[src/rtl/term_seq_pkg.sv]
// Shared types and helpers for the term_seq terminal-control sequencer.
package term_seq_pkg;

  typedef enum logic [1:0] {
    IDLE  = 2'd0,
    ARM   = 2'd1,
    COUNT = 2'd2,
    DONE  = 2'd3
  } state_t;

  localparam int unsigned CH_DEF    = 4;
  localparam int unsigned CNT_W_DEF = 4;
  localparam int unsigned SEL_W_DEF = 2;
  localparam int unsigned CH_MAX    = 16;

  // A channel qualifies when it is requesting and either threshold is met.
  function automatic logic [CH_MAX-1:0] match_f(input logic [CH_MAX-1:0] req,
                                                input logic [CH_MAX-1:0] a,
                                                input logic [CH_MAX-1:0] b);
    return req & (a | b);
  endfunction

endpackage

[src/rtl/term_seq_cnt.sv]
// Step counter for term_seq_ctrl: clear, gated increment, hold, terminal-hit flag.
// TERM_SEQ_PARITY_EN additionally exposes the next-count value.
module term_seq_cnt #(
  parameter int unsigned W = 4
) (
  input  logic         clk,
  input  logic         rst,
  input  logic         clr,
  input  logic         inc,
  input  logic         hold,
  input  logic [W-1:0] lim,
  output logic [W-1:0] cnt,
`ifdef TERM_SEQ_PARITY_EN
  output logic [W-1:0] nxt,
`endif
  output logic         hit
);

  logic [W-1:0] cnt_d;

  always_comb begin
    cnt_d = cnt;
    if (clr)
      cnt_d = '0;
    else if (inc && !hold)
      cnt_d = cnt + W'(1);
  end

  always_ff @(posedge clk) begin
    if (rst)
      cnt <= '0;
    else
      cnt <= cnt_d;
  end

  // Widened compare so cnt+1 cannot alias when cnt is all ones.
  assign hit = (({1'b0, cnt} + (W+1)'(1)) == {1'b0, lim});

`ifdef TERM_SEQ_PARITY_EN
  assign nxt = cnt_d;
`endif

endmodule

[src/rtl/term_seq_ctrl.sv]
// Registered, parametrised terminal-control sequencer with start/done/ack handshake.
// Optional TERM_SEQ_PARITY_EN adds an even-parity output over {cnt, match_vec}.
module term_seq_ctrl
  import term_seq_pkg::*;
#(
  parameter int unsigned CH    = CH_DEF,
  parameter int unsigned CNT_W = CNT_W_DEF,
  parameter int unsigned SEL_W = SEL_W_DEF
) (
  input  logic                  clk,
  input  logic                  rst,
  input  logic                  start,
  input  logic                  en,
  input  logic                  hold,
  input  logic [CH-1:0]         req_vec,
  input  logic [CH-1:0]         thr_a,
  input  logic [CH-1:0]         thr_b,
  input  logic [CNT_W-1:0]      limit,
  input  logic [SEL_W-1:0]      cfg_sel,
  input  logic [(1<<SEL_W)-1:0] bank_n,
  input  logic                  ack,
  output logic                  busy,
  output logic                  done,
  output logic                  err,
  output logic [CNT_W-1:0]      cnt,
  output logic                  sel_out,
  output logic [CH-1:0]         match_vec
`ifdef TERM_SEQ_PARITY_EN
  ,
  output logic                  parity
`endif
);

  state_t           state;
  logic [CH-1:0]    req_q;
  logic [CNT_W-1:0] lim_q;
  logic [CH-1:0]    match_d;
  logic             go;
  logic             hit;
`ifdef TERM_SEQ_PARITY_EN
  logic [CNT_W-1:0] cnt_nxt;
`endif

  assign go = (state == IDLE) && start && en && !hold;

  always_comb begin
    match_d = match_vec;
    if (state == ARM)
      match_d = CH'(match_f(CH_MAX'(req_q), CH_MAX'(thr_a), CH_MAX'(thr_b)));
  end

  term_seq_cnt #(
    .W (CNT_W)
  ) u_cnt (
    .clk  (clk),
    .rst  (rst),
    .clr  (go),
    .inc  (state == COUNT),
    .hold (hold),
    .lim  (lim_q),
    .cnt  (cnt),
`ifdef TERM_SEQ_PARITY_EN
    .nxt  (cnt_nxt),
`endif
    .hit  (hit)
  );

  always_ff @(posedge clk) begin
    if (rst) begin
      state     <= IDLE;
      busy      <= 1'b0;
      done      <= 1'b0;
      err       <= 1'b0;
      sel_out   <= 1'b0;
      match_vec <= '0;
      req_q     <= '0;
      lim_q     <= '0;
    end else begin
      sel_out   <= ~bank_n[cfg_sel];
      match_vec <= match_d;
      case (state)
        IDLE: begin
          if (go) begin
            req_q <= req_vec;
            lim_q <= limit;
            busy  <= 1'b1;
            state <= ARM;
          end
        end
        ARM: begin
          if (match_d == '0) begin
            busy  <= 1'b0;
            done  <= 1'b1;
            err   <= 1'b1;
            state <= DONE;
          end else if (lim_q == '0) begin
            busy  <= 1'b0;
            done  <= 1'b1;
            state <= DONE;
          end else begin
            state <= COUNT;
          end
        end
        COUNT: begin
          // hit looks at the pre-increment count, so the final step and exit share an edge.
          if (!hold && hit) begin
            busy  <= 1'b0;
            done  <= 1'b1;
            state <= DONE;
          end
        end
        DONE: begin
          if (ack) begin
            done  <= 1'b0;
            err   <= 1'b0;
            state <= IDLE;
          end
        end
        default: state <= IDLE;
      endcase
    end
  end

`ifdef TERM_SEQ_PARITY_EN
  always_ff @(posedge clk) begin
    if (rst)
      parity <= 1'b0;
    else
      parity <= ^{cnt_nxt, match_d};
  end
`endif

endmodule

[config.mk]
export PLATFORM = sky130hd
export DESIGN_NAME = term_seq_ctrl
export DESIGN_NICKNAME = d
export VERILOG_FILES = /design/src/rtl/term_seq_pkg.sv /design/src/rtl/term_seq_cnt.sv /design/src/rtl/term_seq_ctrl.sv
export SDC_FILE = /design/constraint.sdc
export NUM_CORES = 1
export LEC_CHECK = 0
export ABC_CLOCK_PERIOD_IN_PS = 3950
export CORE_ASPECT_RATIO = 0.75
export CORE_MARGIN = 1
export CORE_UTILIZATION = 49
export CTS_BUF_LIST = sky130_fd_sc_hd__clkbuf_4 sky130_fd_sc_hd__clkbuf_8
export CTS_CLUSTER_SIZE = 10
export DETAILED_ROUTE_END_ITERATION = 10
export GPL_TIMING_DRIVEN = 0
export MAX_ROUTING_LAYER = met4
export PLACE_DENSITY = 0.87
export SLEW_MARGIN = 20
export SYNTH_ARGS = -nofsm -noshare
export SYNTH_HDL_FRONTEND = slang
export SYNTH_SLANG_ARGS = --single-unit
[constraint.sdc]
create_clock -name clk -period 3.95 [get_ports clk]
set_clock_uncertainty 0.1 [all_clocks]
set_input_delay 0.79 -clock clk [delete_from_list [all_inputs] [get_ports clk]]
set_output_delay 0.79 -clock clk [all_outputs]
set_load 0.02 [all_outputs]
Yosys cells after proc, flatten, opt, wreduce, memory -nomap -nowiden
Cells that the tools add are included.

Word-level logic and storage cells: 63. Input port bits: 28. Output and inout bits: 12. Register bits: 22.

Equality and inequality tests: 9. Add/subtract/negate cells: 2. Reductions and logical operators: 18. Mux-type cells: 21. Bitwise logic cells: 3. $lt $le $gt $ge: 1.

Operators by type and width (number): 1-bit two-way mux (12); 4-bit logical NOT (2); 2-bit one-hot mux with 4 select lines (1); 4-bit AND reduction (2); 2-bit two-way mux (3); 2-bit inequality test, second input constant (3); 1-bit one-hot mux with 3 select lines (2); 3-bit AND reduction (2); 3-bit nonzero test (2); 4-bit by 1-bit adder with 5-bit output, second input constant (1); 5-bit by 4-bit == test with 1-bit output (1); 1-bit logical AND (5); 4-bit by 1-bit adder with 4-bit output, second input constant (1); 4-bit AND (1); 2-bit == test, second input constant (2); 4-bit two-way mux (1); 4-bit bitwise OR (1); 2-bit by 3-bit < comparator with 1-bit output, second input constant (1); 3-bit by 1-bit inequality test with 1-bit output, second input constant (1); 1-bit binary-select mux with 2-bit select (1); 2-bit by 1-bit == test with 1-bit output, second input constant (1); 2-bit logical NOT (1); 2-bit by 1-bit inequality test with 1-bit output, second input constant (1); 1-bit one-hot mux with 2 select lines (1); other kinds (5) (5).

Depth between registers and ports, before layout
Depth after elaboration: 6. Depth in mapped cells: 8. Gate-level depth less buffers: 7.

Hierarchy
A second synthesis with hierarchy kept.

Cells, all modules: 143. Area total of the unflattened synthesis: 1243.7 µm².

By module, submodules not included: term_seq_ctrl (instances 1, area an instance 993.5 µm², cells each 114, sequential area each 360.3 µm²); term_seq_cnt (instances 1, area an instance 250.2 µm², cells each 29, sequential area each 80.1 µm²).

Worst setup path before layout
Ideal clock, no wire load.

Path kind: flip-flop to flip-flop. Start point: register u_cnt.cnt[0]. End point: register state[0]. Stages on the path, launching flop included: 7. Data arrival time: 1.809 ns. Clock period less this slack: 2.044 ns. Library setup time: 0.135 ns. Required time: 3.715 ns. Buffers on the path: 0. Setup slack: 1.906 ns. Cells stage by stage: dfxtp_1 ha_1 xnor2_1 nand4b_1 o31a_1 o311ai_0 o41ai_1.

Longest elaborated chain between the ends: 5.

Ends and longest elaborated chain: from (decl) (line term_seq_cnt.sv:12) `output logic [W-1:0] cnt,`; from (signal assigned) (line term_seq_cnt.sv:33) `cnt <= cnt_d;`; 4-bit by 1-bit adder with 5-bit output (line term_seq_cnt.sv:37) `assign hit = (({1'b0, cnt} + (W+1)'(1)) == {1'b0, lim});`; 5-bit by 4-bit == test with 1-bit output (line term_seq_cnt.sv:37); 1-bit logical AND (line term_seq_ctrl.sv:106) `if (!hold && hit) begin`; 2-bit inequality test (no source line); 3-bit AND reduction (no source line); to (signal assigned) (line term_seq_ctrl.sv:109) `state <= DONE;`; to (signal assigned) (line term_seq_ctrl.sv:116) `state <= IDLE;`; to (signal assigned) (line term_seq_ctrl.sv:119) `default: state <= IDLE;`; to (decl) (line term_seq_ctrl.sv:34) `state_t state;`.

Every way passes these cells. A chain may end at the register's enable or synchronous reset.

Final worst setup path
Start point: register u_cnt.cnt[0]. End point: output cnt[0].

RTL lines: to (decl) (line term_seq_ctrl.sv:25) `output logic [CNT_W-1:0] cnt,`.

No word-level cell between the ends.

==> flow_summary.ini <==
[routing]
vias = 1062
route.detailed.drc = 0
ant_nets = 0
drtIter0Drc = 37
wirelength_um = 2670
avgViaCountPerCell = 5.45
firstDrtPassIters = 4
wl_per_cell_um = 13.7

[synthesis]
ys_seq_area_frac = 0.396
yosys.area.top_type = dfxtp_1
synth_area_mm2 = 0.00111
synth_top_area_frac = 0.396
yosys_register_bits = 22
synth.distinct_cells = 33
synth.top_cells.by_count = dfxtp_1 (22), nand2_1 (20), a21oi_1 (15)
syn_area_per_cell_um2 = 8.62
ys_warn_count = 0
synth_most_common_cell = dfxtp_1
synth-edff-count = 0
synthArstFlopShare = 0
synth_ff_type = dfxtp_1
synth_nets = 164
synthCells = 129
synth_area_leaders = dfxtp_1 (40%), ha_1 (7.9%), a21oi_1 (6.7%)

[hold_path]
whs_endpoint = req_q[0]
hold_path.class = reg2reg
hold_path_depth = 2
min_from = req_q[0]

[global_route]
grt_max_degree = 14
antenna_found_initial = 0
met3_usage = 0.0579
grt_pass1_wl_um = 4340
grtUsageTotal = 0.243
met2_usage = 0.426
grt-ovfl-total = 0
use_met1 = 0.279
grt.busiest_layer = met2
grt_pass1_vias = 1010

[clock_network]
clockBufferDepth = 2
cts_sinks = 22
cts_hold_buf = 0
post_cts_resized = 0
tritoncts = done
cts-root-buf = clkbuf_4
cts_buffers = 3
path_clk_slew_ns = 0.12
cts_setup_buffers = 0
cts_max_level = 1
clk_latency_ns = 0.31

[timing]
rsz0062_at_grt = false
min_period_ns = 2.29
setup_violations = 0
finalMaxSlewViolations = 0
tightestPinTransition_ns = 0.566
timing.slew.headroom = 0.621
hold_viol = 0
fmax_mhz = 437
setup_tns_ns = 0
finalCritPeriodShare = 0.579

[critical_path]
slowest_delay_ns = 0.64
crit_arrival_ns = 1.40
critical_path.slowest_cell = clkdlybuf4s50_1
crit_fanout = 5
cp_top_family = buffers and inverters
r2r_cells = 8
r2r_end = done
reg2reg_slack_ns = 1.74
rr_startpoint = state[1]
cp-start-kind = flop
end_kind = primary output
critPathBufInv = 1
cp.required_ns = 3.06
setup.worst_path.class = reg2out
crit_chain = clkdlybuf4s50_1

[die]
coreArea_mm2 = 0.00207
die_w_um = 57.0
start_util = 0.538
ioPinCount = 40
dieArea_mm2 = 0.00247
die_h_um = 43.3
rows = 14

[run]
maxCapViolCount = 0

[cells_and_area]
antenna_cells = 0
drive_gt1_frac = 0.0409
fin_nets = 207
syn2layout_area_growth_pct = 41.6
post-route-util = 0.762

[power_and_ir_drop]
power_density_mw_per_mm2 = 453
vdd_drop_max_mv = 0.260
p_leak_nw = 0.585

[outcome]
status = finished clean

[place]
place_hpwl_um = 2130
gp_congestion = 0.828
portBuffers = 38
-- registers in the layout (all words and copies together) (netlist names) --
register   cells
busy           1
done           1
err            1
lim_q          4
match_vec      4
req_q          4
sel_out        1
state          2
u_cnt.cnt      4
-- area by class of cell --
class	count	area [µm²]
sequential	22	440
clock inverter	1	30.0
inverter	6	22.5
timing repair buffer	38	380
fill	145	492
buffer	4	15.0
tap	24	30.0
clock buffer	3	22.5
multi-input combinational	97	634
-- logic make-up after synthesis --
group           synth area share
buf+inv                   0.0337
compound gates             0.193
simple gates               0.198
xor+xnor                  0.0709
fa+ha+maj                 0.0787
flops                      0.396
mux                       0.0292
-- layout by cell type, fill, tap and decap left out, types with 3 or more instances in the layout --
master	Yosys	routed
xnor2_1	5	5
dfxtp_1	22	22
clkdlybuf4s50_1	0	38
o21ai_0	4	4
o211ai_1	4	4
clkbuf_4	0	3
nand3_1	3	3
ha_1	7	7
a21oi_1	15	15
nand2b_1	4	4
clkbuf_1	4	4
nor2_1	6	6
inv_1	6	6
nand2_1	20	20
xor2_1	4	4
-- worst max-delay path by stage --
stage,start,to,slack [ns],depth (start not counted)
3_3_place_gp,thr_b[0],done,1.46,6
6_report,u_cnt.cnt[0],cnt[0],1.66,1
3_5_place_dp,thr_b[0],done,1.41,6
4_1_cts,u_cnt.cnt[0],cnt[0],1.64,1
2_1_floorplan,u_cnt.cnt[0],state[0],1.91,6
5_1_grt,state[1],busy,1.58,8
-- layer usage --
layer  vias up  wire length [µm]
met4         0                41
met5         -                 0
met3         5               128
li1        535                 -
met2        40              1360
met1       482              1140
-- through the flow --
stage / total power [mW] / setup WS [ns] / instances / hold WS [ns] / instance area (µm²)
after global routing: 0.752 / 1.58 / 195 / 0.399 / 1580
after global placement: 0.526 / 1.46 / 191 / 0.342 / 1520
after CTS: 0.714 / 1.64 / 195 / 0.379 / 1580
after detailed placement: 0.538 / 1.41 / 191 / 0.362 / 1520
after floorplan: 0.440 / 1.91 / 129 / 0.333 / 1110
final: 0.714 / 1.66 / 195 / 0.383 / 1580
-- report_power, final --
part / internal, mW / switching, mW
combinational: 0.128 / 0.137
sequential: 0.251 / 0.0237
clock: 0.103 / 0.0720
total: 0.482 / 0.232
Power figures use the tool's default switching activity.
